**src/rtl/vpe_fea_loader_if.sv**
```systemverilog
// Stream and fetch handshake bundle between the feature source, the loader and
// the VPE controller.
interface vpe_fea_loader_if #(
  parameter int LANES  = 8,
  parameter int WORD_W = 8
) ();
  logic                    s_valid;
  logic                    s_ready;
  logic [WORD_W-1:0]       s_data;
  logic                    s_last;
  logic                    fetch_pkt_fea;
  logic                    pkt_fea_valid;
  logic [LANES*WORD_W-1:0] fea_vec;

  modport master (
    output s_valid, s_data, s_last, fetch_pkt_fea,
    input  s_ready, pkt_fea_valid, fea_vec
  );

  modport slave (
    input  s_valid, s_data, s_last, fetch_pkt_fea,
    output s_ready, pkt_fea_valid, fea_vec
  );
endinterface

```
**src/rtl/vpe_fea_loader.sv**
```systemverilog
// Packet-feature front end: assembles streamed feature words into LANES-wide
// vectors in a two-bank ping-pong buffer and hands them to the VPE controller.
module vpe_fea_loader #(
  parameter int LANES  = 8,
  parameter int WORD_W = 8,
  parameter int CNT_W  = 16
) (
  input  logic             clk,
  input  logic             rst_n,
  vpe_fea_loader_if.slave  bus,
  output logic [CNT_W-1:0] pkt_cnt_o,
  output logic [CNT_W-1:0] short_cnt_o,
  output logic [CNT_W-1:0] long_cnt_o
);

  localparam int LCNT_W = (LANES > 1) ? $clog2(LANES) : 1;
  localparam logic [LCNT_W-1:0] LAST_LANE = LCNT_W'(LANES - 1);
  localparam logic [0:0] FILL  = 1'b0;
  localparam logic [0:0] DRAIN = 1'b1;

  logic [WORD_W-1:0]       bank_q [2][LANES];
  logic [1:0]              full_q, full_d;
  logic                    wptr_q, wptr_d;
  logic                    rptr_q, rptr_d;
  logic [LCNT_W-1:0]       lcnt_q, lcnt_d;
  logic [0:0]              state_q, state_d;
  logic                    armed_q, armed_d;
  logic                    valid_q, valid_d;
  logic [LANES*WORD_W-1:0] vec_q, vec_d, rd_vec;
  logic [CNT_W-1:0]        pkt_q, pkt_d;
  logic [CNT_W-1:0]        short_q, short_d;
  logic [CNT_W-1:0]        long_q, long_d;
  logic                    accept;
  logic                    fill_we;
  logic                    deliver;

  function automatic logic [CNT_W-1:0] sat_inc(input logic [CNT_W-1:0] c);
    return (c == {CNT_W{1'b1}}) ? c : c + 1'b1;
  endfunction

  // Held low during reset so nothing is accepted while the buffer is cleared.
  assign bus.s_ready = rst_n & ((state_q == FILL) ? ~full_q[wptr_q] : 1'b1);
  assign accept      = bus.s_valid & bus.s_ready;
  assign fill_we     = accept & (state_q == FILL);
  assign deliver     = bus.fetch_pkt_fea & armed_q & full_q[rptr_q];

  always_comb begin
    rd_vec = '0;
    for (int i = 0; i < LANES; i++) begin
      rd_vec[i*WORD_W +: WORD_W] = bank_q[rptr_q][i];
    end
  end

  always_comb begin
    state_d = state_q;
    lcnt_d  = lcnt_q;
    wptr_d  = wptr_q;
    rptr_d  = rptr_q;
    full_d  = full_q;
    armed_d = armed_q;
    valid_d = 1'b0;
    vec_d   = vec_q;
    pkt_d   = pkt_q;
    short_d = short_q;
    long_d  = long_q;

    if (deliver) begin
      vec_d          = rd_vec;
      valid_d        = 1'b1;
      full_d[rptr_q] = 1'b0;
      rptr_d         = ~rptr_q;
      armed_d        = 1'b0;
      pkt_d          = sat_inc(pkt_q);
    end
    if (!bus.fetch_pkt_fea) begin
      armed_d = 1'b1;
    end

    // The fill bank and the read bank never coincide while the read bank is
    // full, so a commit here and a delivery above never touch the same flag.
    if (accept) begin
      if (state_q == FILL) begin
        if (bus.s_last || (lcnt_q == LAST_LANE)) begin
          full_d[wptr_q] = 1'b1;
          wptr_d         = ~wptr_q;
          lcnt_d         = '0;
          if (bus.s_last && (lcnt_q != LAST_LANE)) begin
            short_d = sat_inc(short_q);
          end
          if (!bus.s_last) begin
            long_d  = sat_inc(long_q);
            state_d = DRAIN;
          end
        end else begin
          lcnt_d = lcnt_q + 1'b1;
        end
      end else if (bus.s_last) begin
        state_d = FILL;
      end
    end
  end

  // Short packets zero the lanes above the last written one.
  always_ff @(posedge clk) begin
    if (fill_we) begin
      bank_q[wptr_q][lcnt_q] <= bus.s_data;
      if (bus.s_last) begin
        for (int i = 0; i < LANES; i++) begin
          if (LCNT_W'(i) > lcnt_q) begin
            bank_q[wptr_q][i] <= '0;
          end
        end
      end
    end
  end

  always_ff @(posedge clk or negedge rst_n) begin
    if (!rst_n) begin
      state_q <= FILL;
      lcnt_q  <= '0;
      wptr_q  <= 1'b0;
      rptr_q  <= 1'b0;
      full_q  <= '0;
      armed_q <= 1'b1;
      valid_q <= 1'b0;
      vec_q   <= '0;
      pkt_q   <= '0;
      short_q <= '0;
      long_q  <= '0;
    end else begin
      state_q <= state_d;
      lcnt_q  <= lcnt_d;
      wptr_q  <= wptr_d;
      rptr_q  <= rptr_d;
      full_q  <= full_d;
      armed_q <= armed_d;
      valid_q <= valid_d;
      vec_q   <= vec_d;
      pkt_q   <= pkt_d;
      short_q <= short_d;
      long_q  <= long_d;
    end
  end

  assign bus.pkt_fea_valid = valid_q;
  assign bus.fea_vec       = vec_q;
  assign pkt_cnt_o         = pkt_q;
  assign short_cnt_o       = short_q;
  assign long_cnt_o        = long_q;

endmodule

```
**src/flat_wrapper.sv**
```systemverilog
// flat-port wrapper written by rule: the top's interface ports become plain ports
module vpe_fea_loader_flat 
#(
  parameter int LANES  = 8,
  parameter int WORD_W = 8,
  parameter int CNT_W  = 16
)
  (clk, rst_n, pkt_cnt_o, short_cnt_o, long_cnt_o, bus_s_valid, bus_s_data, bus_s_last, bus_fetch_pkt_fea, bus_s_ready, bus_pkt_fea_valid, bus_fea_vec);
  vpe_fea_loader_if #(.LANES(LANES), .WORD_W(WORD_W)) bus_i ();
  input  logic clk;
  input  logic rst_n;
  output logic [CNT_W-1:0] pkt_cnt_o;
  output logic [CNT_W-1:0] short_cnt_o;
  output logic [CNT_W-1:0] long_cnt_o;
  input wire logic [$bits(bus_i.s_valid)-1:0] bus_s_valid;
  input wire logic [$bits(bus_i.s_data)-1:0] bus_s_data;
  input wire logic [$bits(bus_i.s_last)-1:0] bus_s_last;
  input wire logic [$bits(bus_i.fetch_pkt_fea)-1:0] bus_fetch_pkt_fea;
  output wire logic [$bits(bus_i.s_ready)-1:0] bus_s_ready;
  output wire logic [$bits(bus_i.pkt_fea_valid)-1:0] bus_pkt_fea_valid;
  output wire logic [$bits(bus_i.fea_vec)-1:0] bus_fea_vec;
  assign bus_i.s_valid = bus_s_valid;
  assign bus_i.s_data = bus_s_data;
  assign bus_i.s_last = bus_s_last;
  assign bus_i.fetch_pkt_fea = bus_fetch_pkt_fea;
  assign bus_s_ready = bus_i.s_ready;
  assign bus_pkt_fea_valid = bus_i.pkt_fea_valid;
  assign bus_fea_vec = bus_i.fea_vec;
  vpe_fea_loader #(.LANES(LANES), .WORD_W(WORD_W), .CNT_W(CNT_W)) u_core (.clk(clk), .rst_n(rst_n), .bus(bus_i), .pkt_cnt_o(pkt_cnt_o), .short_cnt_o(short_cnt_o), .long_cnt_o(long_cnt_o));
endmodule
```
**config.mk**
```make
export PLATFORM = sky130hd
export DESIGN_NAME = vpe_fea_loader_flat
export DESIGN_NICKNAME = d
export VERILOG_FILES = /design/src/rtl/vpe_fea_loader_if.sv /design/src/rtl/vpe_fea_loader.sv /design/src/flat_wrapper.sv
export SDC_FILE = /design/constraint.sdc
export NUM_CORES = 1
export LEC_CHECK = 0
export BUFFER_PORTS_ARGS = -buffer_cell sky130_fd_sc_hd__buf_4
export CAP_MARGIN = 20
export CORE_UTILIZATION = 55
export CTS_BUF_LIST = sky130_fd_sc_hd__clkbuf_8 sky130_fd_sc_hd__clkbuf_16
export CTS_CLUSTER_DIAMETER = 100
export DETAILED_ROUTE_END_ITERATION = 8
export HOLD_SLACK_MARGIN = 0.06
export PLACE_DENSITY = 0.87
export SETUP_SLACK_MARGIN = 0.15
export SYNTH_ARGS = -nofsm -noshare
export SYNTH_HDL_FRONTEND = slang
export SYNTH_SLANG_ARGS = --single-unit
```
**constraint.sdc**
```tcl
create_clock -name clk -period 3.2 [get_ports clk]
set_input_delay 0.64 -clock clk [delete_from_list [all_inputs] [get_ports clk]]
set_output_delay 0.64 -clock clk [all_outputs]
set_load 0.02 [all_outputs]
```
==> run summary, run 1 <==
Row cnt -> 49
Setup crit end kind -> output port
Area after DPL -> 0.0115 mm2
Initial Utilization -> 56.8%
Pre-antenna DRT Iters -> 7
Kind of critical path -> register to output port
Period minus WS final -> 2470 ps
Max-cap violations -> 0
Synth Area per Inst -> 13.1 um2
Most common cell after layout, fill and taps aside -> buf_4
Period utilization -> 77.1%
Routed len/inst -> 18.2 um
Pwr per Cell Area -> 868 mW/mm2
Post-synth top area share -> 37.3%
Chip width -> 139 um
Root Buffer -> clkbuf_16
Hold WC Path Type -> input port to asynchronous set/reset pin
Total gr overflow -> 0
Total core area -> 0.0181 mm2
Run status -> completed
Vias -> 6647
Fmax -> 405 MHz
TNS Setup -> 0 ps
Hold Vio Cnt, Final -> 0
HPWL Detailed -> 13800 um
Post-cts gate resize count -> 0
Synth Cell Area -> 0.0103 mm2
Worst VDD drop -> 421 uV
Async set-reset flop share out of synthesis -> 48.8%
Synth Register Bits -> 250
Final instance area -> 0.0124 mm2
Htree depth -> 1
Startpoint types -> register
GRT Overall Usage -> 22.8%
Synth top area cells -> edfxtp_1, dfrtp_1, mux2i_1, a21oi_1, and2_1
Final slew viol count -> 0
Number of global-route vias before repair -> 6581
Pin count of the biggest net entering global routing -> 69
Clk Latency, worst-skew pair -> 510 ps
Number of synthesized flops with an enable pin -> 128
Yosys cell types -> 51
TritonCTS clock tree -> yes
Seq/Total Area, Yosys -> 66.9%
R2R cell count -> 4
Final nets -> 942
Chip Height -> 139 um
Post-CTS Setup Bufs -> 0
TritonCTS buffer count -> 25
DR DRC count -> 0
DR iter-0 viols -> 544
Routed Antenna Nets -> 0
Layout cells sized above 1 -> 21.0%
Synth-to-Final Area Change -> 20.0%
Port Buf Inserts -> 126
Finish-stage setup viols -> 0
Crit Path Max Fanout -> 7
CTS hold repair buffers -> 0
FF-to-FF setup slack -> 760 ps
Reg2reg end -> u_core.long_cnt_o[1]
Vias per Instance -> 5.67
Worst-path clk slew -> 60 ps
Cells after Synth -> 788
Least-Margin Pin Slew -> 1130 ps
Critical path arrival -> 1830 ps
First-pass GRT wire length -> 34500 um
Top_reg_cell synth -> edfxtp_1
Worst path required time -> 2560 ps
Commonest non-fill, non-tap cells in the layout -> buf_4, edfxtp_1, dfrtp_1
Synth area leader -> edfxtp_1
Clk buf depth -> 3
CTS sink cnt -> 250
Initial antenna violation count -> 0
Reg2reg start -> u_core.lcnt_q[2]
Final WL -> 21300 um
Pleak -> 5.32 nW
Worst slew margin -> 24.4%
Total die area -> 0.0193 mm2
Worst clock skew -> 7.57 ps
Top-level I/O count -> 127
Yosys warnings -> 0
RSZ-0062 raised after global routing -> false
Mapped Nets -> 807
Placer congestion estimate -> 0.832
area by class of cell:
| cell class | count | area [um2] |
|---|---|---|
| Sequential cell | 250 | 6900 |
| Fill cell | 1271 | 5770 |
| Multi-Input combinational cell | 495 | 3230 |
| Timing Repair Buffer | 143 | 1070 |
| Clock buffer | 27 | 653 |
| Tap cell | 229 | 287 |
| Clock inverter | 19 | 199 |
| Inverter | 8 | 30.0 |
| Antenna cell | 1 | 2.50 |
critical path, cell delays in order, from the launching register on:
cell	delay, ps
dfrtp_1	560
mux2i_4	400
o21a_1	200
buf_4	160
metrics by stage:
stage	instances	setup slack [ps]	utilization (%)	power [mW]	hold slack (ps)
2_1_floorplan	788	965	-	6.55	344
4_1_cts	1171	743	68.2	10.8	179
3_3_place_gp	1125	819	63.5	7.68	477
3_5_place_dp	1125	705	63.5	7.80	489
5_1_grt	1171	549	68.2	11.3	206
6_report	1172	734	68.2	10.7	179
Yosys cell counts, drive strengths merged, types with 3 or more instances:
master,number
xor2,32
xnor2,10
dfrtp,121
or3,4
nor2b,18
inv,8
nand4,14
and4,7
a21o,3
buf,18
nor2,81
nand3,18
and3,6
clkbuf,17
nor4,16
and2,53
o21ai,7
nor3b,5
nand4b,4
mux2i,65
nand2,22
ha,6
a21oi,71
a31oi,7
nor3,21
mux2,6
edfxtp,128
kinds of logic (layout without fill, tap and decap cells):
| group | count (synthesis) | after routing | synth area share [%] |
|---|---|---|---|
| AND/OR/NAND/NOR | 281 | 281 | 14.9 |
| flip-flops | 250 | 250 | 66.9 |
| AO/OA/AOI/OAI | 95 | 95 | 4.96 |
| multiplexers | 71 | 71 | 7.12 |
| buffers and inverters | 43 | 197 | 1.81 |
| XOR/XNOR | 42 | 42 | 3.57 |
| adder cells (fa/ha/maj) | 6 | 6 | 0.728 |
| other | 0 | 1 | 0 |
sequential cells by signal, indices dropped and copies added, names as in the netlist:
signal / count
u_core.short_cnt_o: 16
u_core.full_q: 2
u_core.bus.pkt_fea_valid: 1
u_core.bus.fea_vec: 64
u_core.state_q: 1
u_core.long_cnt_o: 16
u_core.pkt_cnt_o: 16
u_core.armed_q: 1
u_core.bank_q: 128
u_core.wptr_q: 1
u_core.rptr_q: 1
u_core.lcnt_q: 3
worst max path at each step:
stage	slack [ps]	end	startpoint
final	730	bus_s_ready	u_core.wptr_q
after global routing	550	u_core.long_cnt_o[1]	u_core.lcnt_q[2]
after CTS	740	bus_s_ready	u_core.wptr_q
after detailed placement	710	u_core.bank_q[1][17]	bus_s_valid
after global placement	820	u_core.bank_q[1][17]	bus_s_valid
after floorplan	960	u_core.bank_q[0][32]	bus_s_valid
power breakdown:
part           total (mW)  internal, mW  switching, mW
clock network        2.98          1.80           1.19
registers            4.56          4.10          0.453
logic                3.21          1.32           1.89
routing by layer:
layer	part of all wire [%]	wire (um)	track usage, %	vias up
met4	2.1	446	7.31	0
li1	-	-	-	3119
met1	42	8930	30.8	3245
met3	6.0	1280	3.35	35
met2	50	10600	38.4	248
met5	0	0	0	-
Note: power is estimated with default switching activity, not from simulation.
==> run 2: changes to the inputs <==
Settings changed: ABC_AREA set to 1.
Clock period 3.2 ns to 2.4 ns, I/O delays scaled along.
==> run 2 against run 1 <==
Net effect: via count rose by 22%; power grew 37%; critical path type unchanged; area after synthesis grew 3.4%; flip-flop and latch count is the same.
==> run summary, run 2 <==
Chip Height -> 141 um
Initial antenna violation count -> 0
Fmax -> 461 MHz
Vias per Instance -> 5.39
First-pass GRT wire length -> 38700 um
Most common cell after layout, fill and taps aside -> nand2_1
Reg2reg end -> u_core.bank_q[1][31]
Worst Hold Depth -> 2
Async set-reset flop share out of synthesis -> 48.8%
Most used cell along the critical path -> buf_4
Worst VDD drop -> 684 uV
Seq/Total Area, Yosys -> 64.7%
Htree depth -> 1
Mapped Nets -> 1104
Routed Antenna Nets -> 0
Setup crit end kind -> output port
Storage cell area -> 0.00690 mm2
TritonCTS clock tree -> yes
GRT Overall Usage -> 24.9%
TNS Setup -> 0 ps
Least-Margin Pin Slew -> 892 ps
Critical path's slowest cell -> dfrtp_1
Area after DPL -> 0.0120 mm2
FF-to-FF setup slack -> 280 ps
Placer congestion estimate -> 0.881
Top-level I/O count -> 127
Slowest stage delay, CP -> 410 ps
Final WL -> 24400 um
Reg2reg start -> u_core.wptr_q
Crit Path Max Fanout -> 11
Yosys warnings -> 0
HPWL Detailed -> 15700 um
Run status -> completed
Pin count of the biggest net entering global routing -> 68
Critical path arrival -> 1690 ps
Final slew viol count -> 0
Total core area -> 0.0188 mm2
Number of global-route vias before repair -> 7756
Chip width -> 141 um
TritonCTS buffer count -> 25
Inserted Diodes -> 0
Final nets -> 1249
Total die area -> 0.0199 mm2
Finish-stage setup viols -> 0
DR DRC count -> 0
Clk buf depth -> 3
Synth area leader -> edfxtp_1
Hold WC Path Type -> input port to register
Post-synth top area share -> 36.1%
Top_reg_cell synth -> edfxtp_1
Worst-path clk slew -> 60 ps
Worst slew margin -> 40.5%
Port Buf Inserts -> 126
Initial Utilization -> 56.6%
Period utilization -> 90.5%
DR iter-0 viols -> 618
Synth-to-Final Area Change -> 20.4%
Row cnt -> 50
Total gr overflow -> 0
Commonest cells post-synth -> nand2_1, nor2_1, edfxtp_1
Synth Area per Inst -> 9.83 um2
Most frequent cell after synthesis -> nand2_1
Post-cts gate resize count -> 0
Root Buffer -> clkbuf_16
Period minus WS final -> 2170 ps
Commonest non-fill, non-tap cells in the layout -> nand2_1, nor2_1, buf_4
Kind of critical path -> register to output port
Max-cap violations -> 0
Layout cells sized above 1 -> 17.2%
R2R cell count -> 7
Synth Cell Area -> 0.0107 mm2
Worst path required time -> 1920 ps
Pre-antenna DRT Iters -> 7
Post-CTS Setup Bufs -> 0
Synth Register Bits -> 250
Cells after Synth -> 1085
HP Start -> bus_fetch_pkt_fea
Area of the multi-input gates -> 0.00338 mm2
RSZ-0062 raised after global routing -> true
Vias -> 8130
Number of synthesized flops with an enable pin -> 128
Pwr per Cell Area -> 1150 mW/mm2
Clk Latency, worst-skew pair -> 520 ps
Hold EP -> u_core.armed_q
Final instance area -> 0.0128 mm2
Max reg flops -> 128
Pwr Total -> 14.7 mW
CTS hold repair buffers -> 0
Pleak -> 5.56 nW
Yosys cell types -> 31
Worst clock skew -> 21.1 ps
Fillers -> 1369
Hold Vio Cnt, Final -> 0
CTS sink cnt -> 250
Synth top area cells -> edfxtp_1, dfrtp_1, nand2_1, nor2_1, a31oi_1
Startpoint types -> register
Routed len/inst -> 16.2 um
Cell Chain, Critical Path -> buf_4, nand2_1, nand3_2, and2_1, buf_4
Top reg by flops -> u_core.bank_q
## run 2: cell count changes after synthesis, sizes merged, moves of 45 or more
cell	previous run	this run
mux2i	65	0
nor2	81	197
inv	8	53
a31oi	7	64
nand2	22	346
a21oi	71	3
and2	53	1
## run 2: metal layers
metal  global-route usage [%]  wire length, um  vias up
met5                        0                0        -
met4                     10.4              810        0
met3                     4.38             1890       64
met2                     42.7            12200      346
met1                     31.5             9510     3842
li1                         -                -     3878
## run 2: final cells by class
class | instances | area share [%]
clock buffers | 28 | 5.19
clock inverters | 18 | 1.47
inverters | 54 | 1.58
multi-input cells | 742 | 26.3
flip-flops and latches | 250 | 53.7
well taps | 260 | 2.53
repair buffers | 157 | 9.18
## run 2: logic make-up (layout without fill, tap and decap cells)
logic type	after synthesis	after routing	share of synthesized area, %
adder cells (fa/ha/maj)	6	6	0.704
AND/OR/NAND/NOR	618	618	23.5
buffers and inverters	93	257	3.72
AO/OA/AOI/OAI	88	88	4.91
XOR/XNOR	30	30	2.46
flip-flops	250	250	64.7
## run 2: how the worst max path moves through the flow
stage / startpoint / endpoint
after floorplan: u_core.wptr_q / u_core.bank_q[0][40]
after global placement: u_core.wptr_q / u_core.bank_q[0][26]
after detailed placement: u_core.wptr_q / u_core.bank_q[0][26]
after CTS: u_core.wptr_q / bus_s_ready
after global routing: u_core.wptr_q / u_core.bank_q[0][26]
final: u_core.wptr_q / bus_s_ready
## run 2: through the flow
stage	hold slack, ps	util (%)	setup slack (ps)	std cells
6_report	123	68.2	229	1509
4_1_cts	113	68.2	192	1509
3_5_place_dp	472	63.6	342	1463
3_3_place_gp	450	63.6	431	1463
2_1_floorplan	184	-	327	1085
5_1_grt	118	68.2	134	1509
## run 2: critical path, delay by kind of cell, from the launching register on
family | cells | cell delay (ps)
buffers and inverters | 2 | 350
and+or+nand+nor | 3 | 420
DFF | 1 | 410
## run 2: where the power goes
group          total, mW  internal [mW]  leakage, nW  switching (mW)
Clock               4.01           2.42        0.453            1.58
Combinational       4.63           1.65         2.45            2.99
Sequential          6.07           5.48         2.66           0.596
